`src/rtl/path_replayer_pkg.sv`:
```
// Shared definitions for the maze path replay slice: direction codes,
// replayer FSM encoding and the single-step coordinate update used by
// both the replayer and the downstream path checker.
package path_replayer_pkg;

  // Direction codes as stored on the solver's direction stack.
  localparam logic [1:0] DIR_UP    = 2'b00;
  localparam logic [1:0] DIR_RIGHT = 2'b01;
  localparam logic [1:0] DIR_LEFT  = 2'b10;
  localparam logic [1:0] DIR_DOWN  = 2'b11;

  // Coordinates are carried at this width inside step(); callers keep the
  // low COORD_W bits, which gives modulo-2^COORD_W wrap for free.
  localparam int STEP_W = 16;

  typedef enum logic [1:0] {
    ST_IDLE  = 2'b00,
    ST_DRAIN = 2'b01,
    ST_EMIT  = 2'b10,
    ST_DONE  = 2'b11
  } state_t;

  typedef struct packed {
    logic [STEP_W-1:0] row;
    logic [STEP_W-1:0] col;
  } pos_t;

  // Apply one move to a (row, col) position; no saturation at the edges.
  function automatic pos_t step(input logic [STEP_W-1:0] row,
                                input logic [STEP_W-1:0] col,
                                input logic [1:0]        dir);
    pos_t nxt;
    nxt.row = row;
    nxt.col = col;
    case (dir)
      DIR_UP:    nxt.row = row - 16'd1;
      DIR_RIGHT: nxt.col = col + 16'd1;
      DIR_LEFT:  nxt.col = col - 16'd1;
      DIR_DOWN:  nxt.row = row + 16'd1;
      default: begin
        nxt.row = row;
        nxt.col = col;
      end
    endcase
    return nxt;
  endfunction

endpackage

```
`src/rtl/path_replayer_buffer.sv`:
```
// Reversal buffer for drained moves: DEPTH x 2-bit storage with a
// synchronous write port and an asynchronous read port.
module path_buffer #(
  parameter int DEPTH = 256,
  parameter int AW    = 8
) (
  input  logic          clk,
  input  logic          we,
  input  logic [AW-1:0] waddr,
  input  logic [1:0]    wdata,
  input  logic [AW-1:0] raddr,
  output logic [1:0]    rdata
);

  logic [1:0] mem_r [DEPTH];

  // Capture one popped direction per cycle.
  always_ff @(posedge clk) begin
    if (we) begin
      mem_r[waddr] <= wdata;
    end
  end

  assign rdata = mem_r[raddr];

endmodule

```
`src/rtl/path_replayer.sv`:
```
// Drains the solver's direction stack (last move first) into a local
// buffer, then replays the moves first-to-last on a valid/ready port
// together with the grid coordinate each move lands on.
module path_replayer
  import path_replayer_pkg::*;
#(
  parameter int DEPTH     = 256,
  parameter int CNT_W     = 9,
  parameter int COORD_W   = 4,
  parameter int START_ROW = 0,
  parameter int START_COL = 0
) (
  input  logic               clk,
  input  logic               rst,
  input  logic               start,
  output logic               stk_pop,
  input  logic [1:0]         stk_data,
  input  logic               stk_empty,
  output logic               move_valid,
  input  logic               move_ready,
  output logic [1:0]         move_dir,
  output logic [COORD_W-1:0] move_row,
  output logic [COORD_W-1:0] move_col,
  output logic [CNT_W-1:0]   path_len,
  output logic               busy,
  output logic               done,
  output logic               overflow
);

  localparam int                 AW      = (DEPTH > 1) ? $clog2(DEPTH) : 1;
  localparam logic [CNT_W:0]     DEPTH_C = (CNT_W+1)'(DEPTH);
  localparam logic [CNT_W-1:0]   ZERO_C  = CNT_W'(0);
  localparam logic [CNT_W-1:0]   ONE_C   = CNT_W'(1);
  localparam logic [COORD_W-1:0] SROW_C  = COORD_W'(START_ROW);
  localparam logic [COORD_W-1:0] SCOL_C  = COORD_W'(START_COL);

  state_t             state_r;
  logic [CNT_W-1:0]   wr_r;
  logic [CNT_W-1:0]   rd_r;
  logic               pop_d_r;
  logic [COORD_W-1:0] cur_row_r;
  logic [COORD_W-1:0] cur_col_r;
  logic [CNT_W-1:0]   path_len_r;
  logic               overflow_r;

  // Entries captured so far plus the one whose data arrives this cycle.
  logic [CNT_W:0]     fill_s;
  logic [1:0]         rd_dir_s;
  pos_t               next_pos_s;
  logic               step_unused_s;

  assign fill_s = {1'b0, wr_r} + {{CNT_W{1'b0}}, pop_d_r};

  path_buffer #(
    .DEPTH (DEPTH),
    .AW    (AW)
  ) u_buf (
    .clk   (clk),
    .we    ((state_r == ST_DRAIN) && pop_d_r),
    .waddr (wr_r[AW-1:0]),
    .wdata (stk_data),
    .raddr (rd_r[AW-1:0]),
    .rdata (rd_dir_s)
  );

  assign next_pos_s    = step(STEP_W'(cur_row_r), STEP_W'(cur_col_r), rd_dir_s);
  assign step_unused_s = ^{next_pos_s.row[STEP_W-1:COORD_W], next_pos_s.col[STEP_W-1:COORD_W]};

  assign busy     = (state_r != ST_IDLE);
  assign done     = (state_r == ST_DONE);
  assign path_len = path_len_r;
  assign overflow = overflow_r;

  // Pop request and presented move, both decoded from the current state.
  always_comb begin
    stk_pop    = 1'b0;
    move_valid = 1'b0;
    move_dir   = 2'b00;
    move_row   = {COORD_W{1'b0}};
    move_col   = {COORD_W{1'b0}};
    if (state_r == ST_DRAIN) begin
      stk_pop = !stk_empty && (fill_s < DEPTH_C);
    end else begin
      stk_pop = 1'b0;
    end
    if ((state_r == ST_EMIT) && (wr_r != ZERO_C)) begin
      move_valid = 1'b1;
      move_dir   = rd_dir_s;
      move_row   = next_pos_s.row[COORD_W-1:0];
      move_col   = next_pos_s.col[COORD_W-1:0];
    end else begin
      move_valid = 1'b0;
    end
  end

  // Drain/replay sequencer and position tracking.
  always_ff @(posedge clk) begin
    if (rst) begin
      state_r    <= ST_IDLE;
      wr_r       <= ZERO_C;
      rd_r       <= ZERO_C;
      pop_d_r    <= 1'b0;
      cur_row_r  <= SROW_C;
      cur_col_r  <= SCOL_C;
      path_len_r <= ZERO_C;
      overflow_r <= 1'b0;
    end else begin
      case (state_r)
        ST_IDLE: begin
          if (start) begin
            wr_r       <= ZERO_C;
            pop_d_r    <= 1'b0;
            path_len_r <= ZERO_C;
            overflow_r <= 1'b0;
            cur_row_r  <= SROW_C;
            cur_col_r  <= SCOL_C;
            state_r    <= ST_DRAIN;
          end
        end
        ST_DRAIN: begin
          pop_d_r <= stk_pop;
          if (pop_d_r) begin
            wr_r <= fill_s[CNT_W-1:0];
          end
          // Buffer full with entries still stacked: keep what we have.
          if ((fill_s == DEPTH_C) && !stk_empty) begin
            overflow_r <= 1'b1;
            path_len_r <= fill_s[CNT_W-1:0];
            rd_r       <= fill_s[CNT_W-1:0] - ONE_C;
            state_r    <= ST_EMIT;
          end else if (stk_empty && !pop_d_r) begin
            path_len_r <= wr_r;
            rd_r       <= wr_r - ONE_C;
            state_r    <= ST_EMIT;
          end
        end
        ST_EMIT: begin
          if (wr_r == ZERO_C) begin
            state_r <= ST_DONE;
          end else if (move_ready) begin
            cur_row_r <= move_row;
            cur_col_r <= move_col;
            if (rd_r == ZERO_C) begin
              state_r <= ST_DONE;
            end else begin
              rd_r <= rd_r - ONE_C;
            end
          end
        end
        ST_DONE: begin
          state_r <= ST_IDLE;
        end
        default: begin
          state_r <= ST_IDLE;
        end
      endcase
    end
  end

endmodule

```
`config.mk`:
```
export PLATFORM = sky130hd
export DESIGN_NAME = path_replayer
export DESIGN_NICKNAME = d
export VERILOG_FILES = /design/src/rtl/path_replayer_pkg.sv /design/src/rtl/path_replayer_buffer.sv /design/src/rtl/path_replayer.sv
export SDC_FILE = /design/constraint.sdc
export NUM_CORES = 1
export LEC_CHECK = 0
export CAP_MARGIN = 10
export CELL_PAD_IN_SITES_DETAIL_PLACEMENT = 1
export CELL_PAD_IN_SITES_GLOBAL_PLACEMENT = 1
export CORE_MARGIN = 3
export CORE_UTILIZATION = 54
export DETAILED_ROUTE_END_ITERATION = 8
export PLACE_DENSITY_LB_ADDON = 0.05
export SLEW_MARGIN = 20
export SYNTH_ARGS = -nofsm -noshare
export SYNTH_HDL_FRONTEND = slang
export SYNTH_HIERARCHICAL = 1
export SYNTH_SLANG_ARGS = --single-unit
```
`constraint.sdc`:
```
create_clock -name clk -period 5.32 [get_ports clk]
set_clock_uncertainty 0.2 [all_clocks]
set_input_delay 1.33 -clock clk [delete_from_list [all_inputs] [get_ports clk]]
set_output_delay 1.33 -clock clk [all_outputs]
set_load 0.02 [all_outputs]
```
==> flow_metrics.py <==
metrics = {
    "status": {
        "status": "complete, but fails checks",
        "failed_checks": "negative setup slack",
    },
    "clocking": {
        "cts_hold_buf": 0,
        "clockBufferDepth": 3,
        "clk_pin_slew_worst_paths_ns": 0.06,
        "root_buffer": "clkbuf_16",
        "clkLatencyLatePin_ns": 0.62,
        "cts_tree": "built",
        "cts_buffers": 57,
        "clock-sinks": 551,
        "h-tree-depth": 2,
    },
    "sta": {
        "slew_headroom_pct": 28.8,
        "setup_slack_ns": -0.780,
        "hold_ws_ns": 0.277,
        "max_freq_ghz": 0.164,
        "fin_crit_ns": 6.10,
        "slew_violations": 0,
        "finalCritPeriodShare_pct": 115,
        "hold_viol_final": 0,
        "tightest_slew_ns": 1.06,
        "rsz0062_at_grt": "yes",
        "setup_violations": 8,
    },
    "detailed_routing": {
        "routed_wl_um": 69800,
        "firstDrtPassIters": 7,
        "drt_iter0_drc": 1882,
        "drt_drc_violations_left": 0,
        "vias": 15300,
        "vias_per_cell": 6.38,
        "ant_nets": 0,
        "wl_per_cell_um": 29.2,
    },
    "run": {
        "drv_cap": 0,
    },
    "grt": {
        "antenna_found_initial": 0,
        "grt_pass1_vias": 15900,
        "grt_pass1_wl_um": 104000,
        "grt_max_degree": 154,
        "grtUsageTotal_pct": 29.9,
        "grt_overflow_total": 0,
    },
    "critical_path": {
        "critical_path_buf_inv_count": 8,
        "crit_type": "flop to output pin",
        "crit_slowest_cell": "dfxtp_4",
        "critPathTopFamily": "compound AO/OA/AOI/OAI gates",
        "cp_max_fo": 5,
        "worst_setup_path_start_kind": "flop",
        "cp.required_ns": 3.79,
        "cp_cell_sequence": "buf_8 > buf_12 > buf_12 > buf_6 > mux4_2 > nand2_2 > a221o_1 > o31ai_1 > buf_4 > o22ai_4 > a211oi_4 > buf_6 > ha_4 > inv_4 > ha_1 > a21o_1 > a21oi_2 > xnor2_2 > nor2_2 > xnor2_1 > nor2_1 > buf_4",
        "endpoint_kind": "output pin",
        "critPathMaxStageDelay_ns": 0.39,
        "cp.arrival_ns": 4.57,
    },
    "synthesis": {
        "yosysMostFrequentCell": "edfxtp_1",
        "seq_area_frac_synth_pct": 67.1,
        "yosysTopAreaCellShare_pct": 63.9,
        "syn_area_per_cell_um2": 15.1,
        "ys_types": 83,
        "synth_fp_nets": 1618,
        "synth_edf_count": 512,
        "syn_area_mm2": 0.0241,
        "yosysTopAreaCell": "edfxtp_1",
        "synth-main-ff-cell": "edfxtp_1",
        "synthArstFlopShare_pct": 0,
        "synth_area_leaders": "edfxtp_1 (64%), mux4_2 (7.7%), nor2_1 (4.8%)",
        "synthCells": 1596,
        "synth_seq_cells": 551,
        "synth.cells.most_frequent": "edfxtp_1 (512), nor2_1 (307), mux4_2 (82)",
        "synth.yosys.warnings": 6,
    },
    "power_and_ir_drop": {
        "power_frac_seq_pct": 32.9,
        "combPwrFrac_pct": 41.6,
        "powerDensity_mw_per_mm2": 519,
        "static-leakage-power_nw": 8.99,
        "p_clk_share_pct": 25.5,
        "p_sw_share_pct": 32.4,
        "p_sw_w": 0.00477,
        "max-vdd-ir-drop_v": 0.000827,
        "internal_power_w": 0.00996,
        "design_power_total_w": 0.0147,
    },
    "floorplanning": {
        "io_pins": 31,
        "die_area_mm2": 0.0471,
        "num_rows": 76,
        "core_area_mm2": 0.0436,
        "die_w_um": 217,
        "initial_core_util_pct": 55.3,
        "die_h_um": 217,
    },
    "place": {
        "port_buffers": 30,
        "place_inst": 2246,
        "dp_hpwl_um": 42600,
        "place.gp.congestion": 0.828,
        "dpl-instance-area_mm2": 0.0257,
    },
    "cells_and_area": {
        "seq_area_mm2": 0.0162,
        "design_area_mm2": 0.0284,
        "nNetsFinal": 1784,
        "drive_gt1_share_pct": 25.0,
        "layoutNonFillerInstCount": 2392,
        "post-route-util_pct": 65.2,
        "nFillCells": 3955,
        "multi_input_area_mm2": 0.00753,
        "area_delta_synth_final_pct": 18.0,
    },
    "min_path": {
        "hold_path.class": "flop to flop",
    },
}
==> kinds of logic (layout without fill, tap and decap cells) <==
logic type / after synthesis / count (layout) / share of synthesized area (%)
compound gates: 217 / 217 / 6.44
xor+xnor: 14 / 14 / 0.509
mux: 176 / 176 / 13.0
buf+inv: 137 / 347 / 3.33
other cells: 0 / 1 / 0
simple gates: 486 / 486 / 8.77
fa+ha+maj: 15 / 15 / 0.842
flops: 551 / 551 / 67.1
==> flip-flops by register name (all words and copies together) (netlist names) <==
signal,count
pop_d_r,1
u_buf/mem_r,512
cur_col_r,4
rd_r,9
cur_row_r,4
path_len,9
overflow,1
wr_r,9
state_r,2
==> path summary, 6_finish.rpt <==
| kind | from | to | slack, ns | depth (start not counted) |
|---|---|---|---|---|
| max | rd_r[0] | move_row[3] | -0.78 | 22 |
| min | path_len[7] | path_len[7] | 0.28 | 2 |
| max reg2reg | rd_r[0] | cur_row_r[2] | 0.07 | 32 |
| min reg2reg | path_len[7] | path_len[7] | 0.28 | 2 |
==> placed cells by master, fill, tap and decap left out, types with 21 or more instances in the layout <==
cell       count
mux4_2        88
mux2i_1       62
dfxtp_1       36
nor2_1       302
clkbuf_16     58
a21oi_1       41
nand2_1       51
edfxtp_1     512
buf_12        22
o21ai_0       27
buf_6         21
nand3_1       31
buf_4        152
==> layout make-up <==
| type | instances | share of cell area, % |
|---|---|---|
| multi-input combinational | 908 | 26.5 |
| inverter | 22 | 0.309 |
| sequential | 551 | 56.9 |
| clock inverter | 31 | 0.793 |
| tap | 585 | 2.58 |
| clock buffer | 72 | 5.30 |
| antenna | 1 | 0.00882 |
| timing repair buffer | 222 | 7.56 |
==> routing by layer <==
metal / routed length (um) / part of all wire [%] / GRT usage [%] / vias to the layer above
met2: 34300 / 49 / 48.9 / 620
met5: 0 / 0 / 0 / -
met3: 5170 / 7.4 / 5.70 / 112
met1: 28800 / 41 / 41.8 / 8004
met4: 1590 / 2.3 / 8.48 / 0
li1: - / - / - / 6521
==> worst reg2reg max path: cells and delay by family, from the launching register on <==
kind	cells	cell delay [ns]
xor gates and xnor gates	1	0.13
and+or+nand+nor	4	0.44
muxes	1	0.36
adders and majority gates	2	0.43
buffers and inverters	19	2.42
DFF	1	0.39
AOI/OAI and AO/OA	5	0.83
==> metrics by stage <==
stage,worst slack (ns),setup TNS (ns)
after floorplan,0.249,0
after global placement,-0.703,-3.64
after detailed placement,-0.747,-4.33
after CTS,-0.746,-4.70
after global routing,-0.914,-5.36
final,-0.780,-4.42
==> power by group through the flow <==
stage               clock network (W)  logic, W  registers (W)
detailed placement                  0   0.00431        0.00494
global placement                    0   0.00420        0.00494
floorplan                           0   0.00267        0.00490
finish                        0.00376   0.00612        0.00484
global route                  0.00400   0.00650        0.00484
CTS                           0.00381   0.00577        0.00484
==> timing repair <==
action / CTS / global route
gates cloned: 2 / 0
setup buffers: 43 / 9
setup endpoints to repair: 10 / 10
resized for setup: 132 / 41
pin swaps: 34 / 29
endpoints found under the hold margin: 0 / 0
Power figures use the tool's default switching activity.
